$ cat src/rtl/sl_preceptron_seq_if.sv
// Bundles the signals of the perceptron sequencer, except clock and reset.
//   Sample stream  : start_vector, done_vector, sample_valid, sample, bias
//   Weight memory  : w_rd_en, w_addr (out), w_data (in, one cycle after w_rd_en)
//   Result channel : result_valid, result_acc, result_class (out), result_ready (in)
//   Status         : busy, len_err, overrun
// Modports:
//   master - the sequencer. It drives weight reads, results and status.
//   slave  - the environment. It drives the sample stream, weights and result_ready.
interface sl_preceptron_seq_if #(
    parameter int unsigned DATA_WIDTH = 8,
    parameter int unsigned ACC_WIDTH  = 24,
    parameter int unsigned ADDR_WIDTH = 6
);
    logic                         start_vector;
    logic                         done_vector;
    logic                         sample_valid;
    logic signed [DATA_WIDTH-1:0] sample;
    logic signed [DATA_WIDTH-1:0] bias;
    logic                         w_rd_en;
    logic        [ADDR_WIDTH-1:0] w_addr;
    logic signed [DATA_WIDTH-1:0] w_data;
    logic                         result_valid;
    logic                         result_ready;
    logic signed [ACC_WIDTH-1:0]  result_acc;
    logic                         result_class;
    logic                         busy;
    logic                         len_err;
    logic                         overrun;

    modport master (
        input  start_vector, done_vector, sample_valid, sample, bias, w_data, result_ready,
        output w_rd_en, w_addr, result_valid, result_acc, result_class, busy, len_err, overrun
    );

    modport slave (
        output start_vector, done_vector, sample_valid, sample, bias, w_data, result_ready,
        input  w_rd_en, w_addr, result_valid, result_acc, result_class, busy, len_err, overrun
    );
endinterface

$ cat src/rtl/sl_preceptron_seq.sv
// Perceptron vector sequencer.
// It consumes a serialized sample stream framed by start_vector and done_vector. For every
// accepted sample it reads the matching weight, which arrives one cycle later, and accumulates
// sample*weight. When VEC_LEN samples have been accepted it adds the bias and applies the
// activation. It then offers one result per vector over a valid/ready handshake.
// Ports:
//   clk    - clock
//   rst_n  - synchronous, active-low reset
//   bus    - sl_preceptron_seq_if.master (sample stream, weight memory, result, status)
// Build option:
//   SL_PRECEPTRON_SEQ_RELU_EN - when defined, result_acc is clamped at zero (ReLU).
//   result_class is always the step function of (acc + bias).
module sl_preceptron_seq #(
    parameter int unsigned DATA_WIDTH = 8,
    parameter int unsigned VEC_LEN    = 52,
    parameter int unsigned ACC_WIDTH  = 24,
    parameter int unsigned ADDR_WIDTH = 6
) (
    input  logic                clk,
    input  logic                rst_n,
    sl_preceptron_seq_if.master bus
);
    localparam int unsigned PROD_WIDTH = 2 * DATA_WIDTH;

    // One extra bit, so the counter can hold VEC_LEN itself.
    localparam logic [ADDR_WIDTH:0] CNT_LAST = (ADDR_WIDTH + 1)'(VEC_LEN - 1);
    localparam logic [ADDR_WIDTH:0] CNT_ONE  = (ADDR_WIDTH + 1)'(1);

    typedef enum logic [2:0] {StIdle, StAccum, StDrain, StBias, StOut} state_e;

    state_e                       state_q;
    logic        [ADDR_WIDTH:0]   elem_cnt_q;
    logic signed [ACC_WIDTH-1:0]  acc_q;
    logic signed [DATA_WIDTH-1:0] sample_q;
    logic                         prod_pend_q;
    logic                         result_valid_q;
    logic signed [ACC_WIDTH-1:0]  result_acc_q;
    logic                         result_class_q;
    logic                         len_err_q;
    logic                         overrun_q;

    logic                         accept;
    logic                         last_accept;
    logic                         short_done;
    logic signed [PROD_WIDTH-1:0] product;
    logic signed [ACC_WIDTH-1:0]  acc_sum;
    logic signed [ACC_WIDTH-1:0]  biased;
    logic                         biased_pos;

    assign accept      = (state_q == StAccum) && bus.sample_valid;
    assign last_accept = accept && (elem_cnt_q == CNT_LAST);
    // A done_vector that arrives together with the final sample completes the vector normally.
    assign short_done  = (state_q == StAccum) && bus.done_vector && !last_accept;

    // The operands are sign-extended first, so the full signed product fits without loss.
    assign product = PROD_WIDTH'(sample_q) * PROD_WIDTH'(bus.w_data);
    // w_data answers the read issued one cycle earlier, which is marked by prod_pend_q.
    assign acc_sum = prod_pend_q ? acc_q + ACC_WIDTH'(product) : acc_q;

    assign biased     = acc_q + ACC_WIDTH'(bus.bias);
    assign biased_pos = !biased[ACC_WIDTH-1] && (biased != '0);

    assign bus.w_rd_en      = accept;
    assign bus.w_addr       = accept ? elem_cnt_q[ADDR_WIDTH-1:0] : '0;
    assign bus.busy         = (state_q != StIdle);
    assign bus.result_valid = result_valid_q;
    assign bus.result_acc   = result_acc_q;
    assign bus.result_class = result_class_q;
    assign bus.len_err      = len_err_q;
    assign bus.overrun      = overrun_q;

    always_ff @(posedge clk) begin
        if (!rst_n) begin
            state_q        <= StIdle;
            elem_cnt_q     <= '0;
            acc_q          <= '0;
            sample_q       <= '0;
            prod_pend_q    <= 1'b0;
            result_valid_q <= 1'b0;
            result_acc_q   <= '0;
            result_class_q <= 1'b0;
            len_err_q      <= 1'b0;
            overrun_q      <= 1'b0;
        end else begin
            len_err_q   <= 1'b0;
            overrun_q   <= bus.start_vector && (state_q != StIdle);
            prod_pend_q <= accept;
            acc_q       <= acc_sum;
            if (accept) begin
                sample_q <= bus.sample;
            end

            case (state_q)
                StIdle: begin
                    if (bus.start_vector) begin
                        state_q    <= StAccum;
                        elem_cnt_q <= '0;
                        acc_q      <= '0;
                    end
                end
                StAccum: begin
                    if (short_done) begin
                        // Abort the vector. Any product still in flight is dropped as well.
                        state_q     <= StIdle;
                        len_err_q   <= 1'b1;
                        acc_q       <= '0;
                        elem_cnt_q  <= '0;
                        prod_pend_q <= 1'b0;
                    end else if (accept) begin
                        elem_cnt_q <= elem_cnt_q + CNT_ONE;
                        if (last_accept) begin
                            state_q <= StDrain;
                        end
                    end
                end
                StDrain: begin
                    // The last product is added here through the default acc_q update.
                    state_q <= StBias;
                end
                StBias: begin
`ifdef SL_PRECEPTRON_SEQ_RELU_EN
                    result_acc_q <= biased[ACC_WIDTH-1] ? '0 : biased;
`else
                    result_acc_q <= biased;
`endif
                    result_class_q <= biased_pos;
                    result_valid_q <= 1'b1;
                    state_q        <= StOut;
                end
                StOut: begin
                    if (bus.result_ready) begin
                        result_valid_q <= 1'b0;
                        state_q        <= StIdle;
                    end
                end
                default: begin
                    state_q <= StIdle;
                end
            endcase
        end
    end
endmodule

$ cat src/flat_wrapper.sv
// flat-port wrapper written by rule: the top's interface ports become plain ports
module sl_preceptron_seq_flat 
#(
    parameter int unsigned DATA_WIDTH = 8,
    parameter int unsigned VEC_LEN    = 52,
    parameter int unsigned ACC_WIDTH  = 24,
    parameter int unsigned ADDR_WIDTH = 6
)
  (clk, rst_n, bus_start_vector, bus_done_vector, bus_sample_valid, bus_sample, bus_bias, bus_w_data, bus_result_ready, bus_w_rd_en, bus_w_addr, bus_result_valid, bus_result_acc, bus_result_class, bus_busy, bus_len_err, bus_overrun);
  sl_preceptron_seq_if #(.DATA_WIDTH(DATA_WIDTH), .ACC_WIDTH(ACC_WIDTH), .ADDR_WIDTH(ADDR_WIDTH)) bus_i ();
  input  logic clk;
  input  logic rst_n;
  input wire logic [$bits(bus_i.start_vector)-1:0] bus_start_vector;
  input wire logic [$bits(bus_i.done_vector)-1:0] bus_done_vector;
  input wire logic [$bits(bus_i.sample_valid)-1:0] bus_sample_valid;
  input wire logic [$bits(bus_i.sample)-1:0] bus_sample;
  input wire logic [$bits(bus_i.bias)-1:0] bus_bias;
  input wire logic [$bits(bus_i.w_data)-1:0] bus_w_data;
  input wire logic [$bits(bus_i.result_ready)-1:0] bus_result_ready;
  output wire logic [$bits(bus_i.w_rd_en)-1:0] bus_w_rd_en;
  output wire logic [$bits(bus_i.w_addr)-1:0] bus_w_addr;
  output wire logic [$bits(bus_i.result_valid)-1:0] bus_result_valid;
  output wire logic [$bits(bus_i.result_acc)-1:0] bus_result_acc;
  output wire logic [$bits(bus_i.result_class)-1:0] bus_result_class;
  output wire logic [$bits(bus_i.busy)-1:0] bus_busy;
  output wire logic [$bits(bus_i.len_err)-1:0] bus_len_err;
  output wire logic [$bits(bus_i.overrun)-1:0] bus_overrun;
  assign bus_i.start_vector = bus_start_vector;
  assign bus_i.done_vector = bus_done_vector;
  assign bus_i.sample_valid = bus_sample_valid;
  assign bus_i.sample = bus_sample;
  assign bus_i.bias = bus_bias;
  assign bus_i.w_data = bus_w_data;
  assign bus_i.result_ready = bus_result_ready;
  assign bus_w_rd_en = bus_i.w_rd_en;
  assign bus_w_addr = bus_i.w_addr;
  assign bus_result_valid = bus_i.result_valid;
  assign bus_result_acc = bus_i.result_acc;
  assign bus_result_class = bus_i.result_class;
  assign bus_busy = bus_i.busy;
  assign bus_len_err = bus_i.len_err;
  assign bus_overrun = bus_i.overrun;
  sl_preceptron_seq #(.DATA_WIDTH(DATA_WIDTH), .VEC_LEN(VEC_LEN), .ACC_WIDTH(ACC_WIDTH), .ADDR_WIDTH(ADDR_WIDTH)) u_core (.clk(clk), .rst_n(rst_n), .bus(bus_i));
endmodule
$ cat config.mk
export PLATFORM = sky130hd
export DESIGN_NAME = sl_preceptron_seq_flat
export DESIGN_NICKNAME = d
export VERILOG_FILES = /design/src/rtl/sl_preceptron_seq_if.sv /design/src/rtl/sl_preceptron_seq.sv /design/src/flat_wrapper.sv
export SDC_FILE = /design/constraint.sdc
export NUM_CORES = 1
export LEC_CHECK = 0
export CORE_UTILIZATION = 51
export DETAILED_ROUTE_END_ITERATION = 16
export GPL_TIMING_DRIVEN = 0
export PLACE_DENSITY_LB_ADDON = 0.25
export SYNTH_ARGS = -nofsm -noshare
export SYNTH_HDL_FRONTEND = slang
export SYNTH_SLANG_ARGS = --single-unit
$ cat constraint.sdc
create_clock -name clk -period 6.4 [get_ports clk]
set_clock_uncertainty 0.1 [all_clocks]
set_input_delay 0.96 -clock clk [delete_from_list [all_inputs] [get_ports clk]]
set_output_delay 0.96 -clock clk [all_outputs]
set_load 0.005 [all_outputs]
Word-level counts from Yosys, hierarchy flattened --
Index checks and enable logic that the tools add are counted.
Storage, ports and cells: bits of input ports 30, flip-flop bits (word level) 71, output and inout bits 36
Operators by class: eq/ne operators 9, add/subtract/negate cells 3, reduce and logical (&&, ||, !) cells 17, mux-type cells 20, $mul 1
Operators by type and width (number):
- 24-bit two-way mux | 3
- 24-bit case mux with 2 select lines | 1
- 24-bit by 16-bit adder with 24-bit output | 1
- 24-bit by 8-bit adder with 24-bit output | 1
- 24-bit nonzero test | 1
- 7-bit two-way mux | 3
- 8-bit by 8-bit multiplier with 16-bit output | 1
- 3-bit two-way mux | 5
- 3-bit case mux with 5 select lines | 1
- 7-bit case mux with 2 select lines | 1
- 7-bit by 1-bit adder with 7-bit output (second input constant) | 1
- 7-bit by 6-bit == test with 1-bit output (second input constant) | 1
- 3-bit by 2-bit == test with 1-bit output (second input constant) | 2
- 1-bit logical AND | 6
- 6-bit two-way mux | 1
- 3-bit by 1-bit inequality test with 1-bit output (second input constant) | 2
- 1-bit two-way mux | 4
- 2-bit inequality test (second input constant) | 2
- 2-bit AND reduction | 2
- 4-bit AND reduction | 1
- 2-bit nonzero test | 2
- 3-bit by 1-bit == test with 1-bit output (second input constant) | 1
- 3-bit == test (second input constant) | 1
- 3-bit logical NOT | 1
- 4 further kinds | 5

Logic depth before layout (Yosys ltp) --
depth after elaboration 7, gate-level depth with buffers 22, depth with buffers taken out 21

Least setup slack after synthesis --
No wires, ideal clock.
kind input-to-reg, from input bus_w_data[0], to register u_core.acc_q[21], path slack 0.048 ns, cell stages on the path 18, arrival time 6.124 ns, data required time 6.172 ns, cell sequence and2_1 inv_1 fa_1 inv_1 fa_1 fa_1 fa_1 fa_1 ha_1 a21o_1 a21oi_1 o221ai_1 a31oi_1 a211oi_1 a2111oi_1 xnor2_1 mux2i_1 nor2_1
Between the ends: word-level cells in the longest chain between the ends 5
RTL lines:
- start: declaration | line flat_wrapper.sv:18 | input wire logic [$bits(bus_i.w_data)-1:0] bus_w_data;
- 8-bit by 8-bit multiplier with 16-bit output * | line sl_preceptron_seq.sv:56 | assign product = PROD_WIDTH'(sample_q) * PROD_WIDTH'(bus.w_data);
- 24-bit by 16-bit adder with 24-bit output * | line sl_preceptron_seq.sv:58 | assign acc_sum = prod_pend_q ? acc_q + ACC_WIDTH'(product) : acc_q;
- 24-bit two-way mux * | line sl_preceptron_seq.sv:58
- 24-bit two-way mux, on equally long branches | line sl_preceptron_seq.sv:102, sl_preceptron_seq.sv:95
- 24-bit case mux with 2 select lines * | line sl_preceptron_seq.sv:93 | case (state_q)
- end signal: assignment | line sl_preceptron_seq.sv:88 | acc_q <= acc_sum;
- end: declaration | line sl_preceptron_seq.sv:33 | logic signed [ACC_WIDTH-1:0] acc_q;
Mark *: on every way between the ends. The rest lies on a longest branch, timed or not. A chain may end at the register's enable or synchronous reset.

Final worst setup path --
from input bus_w_data[7], to register u_core.acc_q[23]
The elaborated chain is that of the path after synthesis.

==> results.ini <==
[run_status]
status = completed

[timing]
fmax_mhz = 164.2
min_period_ns = 6.090
slew_headroom = 0.1564
min_period_over_period = 0.9516
hold_viol = 0
worst_pin_slew_ns = 1.255
finalSetupViolations = 0
final-max-slew-violation-count = 0
rsz0062_at_grt = no

[placement]
place_area_um2 = 9042
portBuffers = 64
place.gp.congestion = 0.8763
hpwl_um = 15240
dp.cells = 1185

[route]
routed.top_layer = met4
drt-wirelength-per-cell_um = 15.27
route.detailed.drc = 0
drt_iter0_drc = 282
dr_total_vias = 6470
drt_wl_total_um = 18430
vias_per_cell = 5.360
dr.pass1.iters = 5
met2_wirelength_um = 8997
drtAntennaViolNets = 0
wl_met3_um = 629
route.layer.met1.wl_um = 8545

[logic_synthesis]
synth_warnings = 0
synth_edf_count = 0
ys_ff_latch = 71
synth-seq-area-share = 0.1747
synth_largest_area_cell = fa_1
netlist_instances = 910
synthTopCellsByCount = 112 x inv_1, 105 x fa_1, 89 x nor2_1
synth.most_common_cell = inv_1
netlist_area_um2 = 8138
ys_top_cells_by_area = fa_1 26%, dfxtp_1 17%, ha_1 12%
syn-num-nets = 1123
syn_avg_cell_area_um2 = 8.943
synth_ff_type = dfxtp_1
ys_types = 63
yosys.area.top_type_share = 0.2583
async_reset_ff_frac = 0

[setup_path]
cp.required_ns = 6.49
arrival_ns = 6.18
ff2ff_path_depth = 17
critical_path.startpoint = bus_w_data[7]
worst_setup_path_end_kind = register
cp-endpoint = u_core.acc_q[23]
cp-start-kind = primary input
criticalPathCategory = primary input to register
rrSetupSlack_ns = 0.54
crit_fanout = 5
rr_endpoint = u_core.acc_q[23]
r2r_start = u_core.sample_q[7]

[grt]
gr-total-overflow = 0
antenna_found_initial = 0
first_global_vias = 6496
grt_pass1_wl_um = 31230
grt_max_degree = 18
grt_usage = 0.2411

[floorplanning]
core_um2 = 15370
die-area_um2 = 16470
fp-row-count = 45
initial_core_util = 0.5294
ios = 66
die_w_um = 128.3
die_h_um = 128.3

[layout]
antenna_cells = 0
finalNetCount = 1204
final_area_um2 = 9467
drive_gt1_frac = 0.05723
instances_no_fill = 1207
area_growth_pct = 16.33
final.fill_count = 1361

[hold_path]
hp-class = register to register

[power]
vdd_drop_max_uv = 148.0
power_density_nw_per_um2 = 162.9
leakagePower_nw = 4.282

[clocking]
clk_latency_ns = 0.34
cts_inserted_buffers = 9
clk_transition_reported_paths_ns = 0.06
clockRootBuffer = clkbuf_16
cts_tree = built
cts.path.max_buffers = 2
clkSinkCount = 71
h-tree-depth = 3

[flow_run]
drv_cap = 0

[repair_timing]
action,4_1_cts,5_1_grt
setup endpoints to repair,14,6
resized for setup,9,8
hold buffers,0,0
pin swaps,0,3
buffers inserted,2,4
[kinds of logic after synthesis]
logic type,count (synthesis),synth area share
AND/OR/NAND/NOR,291,0.1685
adder cells (fa/ha/maj),183,0.3782
AO/OA/AOI/OAI,160,0.1405
buffers and inverters,140,0.06473
flip-flops,71,0.1747
XOR/XNOR,43,0.04628
multiplexers,22,0.02706
[power by group]
group	switching, W	internal (W)
Combinational	0.000301	0.000233
Sequential	0.00000536	0.000448
Clock	0.000201	0.000354
Total	0.000507	0.00104
[registers in the layout, summed over array words and instances, names as in the netlist]
signal	flops
u_core.sample_q	8
u_core.bus.len_err	1
u_core.prod_pend_q	1
u_core.bus.result_acc	24
u_core.state_q	3
u_core.elem_cnt_q	7
u_core.bus.result_class	1
u_core.bus.result_valid	1
u_core.bus.overrun	1
u_core.acc_q	24
[per-stage QoR]
| stage | utilization | setup slack [ns] | hold WS, ns | total power [W] | TNS, ns |
|---|---|---|---|---|---|
| 2_1_floorplan | - | 0.04845 | 0.3527 | 0.0008568 | 0 |
| 3_3_place_gp | 0.5883 | -1.374 | 0.3452 | 0.0009772 | -11.96 |
| 3_5_place_dp | 0.5883 | -1.432 | 0.3480 | 0.0009885 | -12.55 |
| 4_1_cts | 0.6120 | 0.03771 | 0.3581 | 0.001549 | 0 |
| 5_1_grt | 0.6159 | 0.005170 | 0.3837 | 0.001646 | 0 |
| 6_report | 0.6159 | 0.3100 | 0.3552 | 0.001542 | 0 |
[worst min path at each step]
stage	cells past startpoint	slack, ns	endpoint	startpoint
6_report	2	0.36	u_core.bus.result_acc[17]	u_core.bus.result_acc[17]
5_1_grt	2	0.38	u_core.bus.result_acc[6]	u_core.bus.result_acc[6]
4_1_cts	2	0.36	u_core.bus.result_acc[17]	u_core.bus.result_acc[17]
3_5_place_dp	2	0.35	u_core.bus.result_acc[14]	u_core.bus.result_acc[14]
3_3_place_gp	2	0.35	u_core.bus.result_acc[15]	u_core.bus.result_acc[15]
2_1_floorplan	2	0.35	u_core.bus.result_acc[0]	u_core.bus.result_acc[0]
[area by class of cell]
| class | count | area [um^2] | share of cell area |
|---|---|---|---|
| flip-flops and latches | 71 | 1421 | 0.1501 |
| plain buffers | 25 | 95.09 | 0.01004 |
| well taps | 211 | 264.0 | 0.02789 |
| clock buffers | 10 | 239.0 | 0.02524 |
| inverters | 115 | 442.9 | 0.04679 |
| clock inverters | 6 | 91.34 | 0.009648 |
| repair buffers | 70 | 695.7 | 0.07349 |
| multi-input cells | 699 | 6217 | 0.6568 |
[placed cells by master (no fill, tap or decap), drive strengths merged, types with 5 or more instances in the layout]
cell type / n
nand3: 16
o21ai: 21
buf: 9
a211oi: 6
a31oi: 12
nand2: 86
nand2b: 7
nor2: 89
and2: 41
a21o: 14
mux2i: 22
ha: 78
nand4: 7
nor3: 14
nor2b: 5
o21bai: 6
clkbuf: 32
xor2: 11
a2111oi: 6
clkdlybuf4s50: 60
o31ai: 6
and3: 7
a21oi: 62
inv: 113
fa: 105
dfxtp: 71
xnor2: 32
[critical path: stages]
cell and delay, ns:
clkdlybuf4s50_1 0.53, clkinvlp_4 0.15, fa_1 0.54, inv_1 0.05
fa_1 0.48, fa_1 0.59, fa_1 0.44, fa_1 0.37
ha_1 0.37, a21o_1 0.19, a21oi_2 0.20, o221ai_1 0.21
a31oi_2 0.26, a21oi_1 0.12, o21a_1 0.19, o21ai_0 0.20
mux2i_1 0.22, o32ai_1 0.10
[layer usage]
metal  global-route usage  up-vias
met5                    0        -
met4              0.05121        0
met3              0.03172       21
met2               0.4083      124
met1               0.3298     3148
li1                     -     3177
Note: power is estimated with default switching activity, not from simulation.
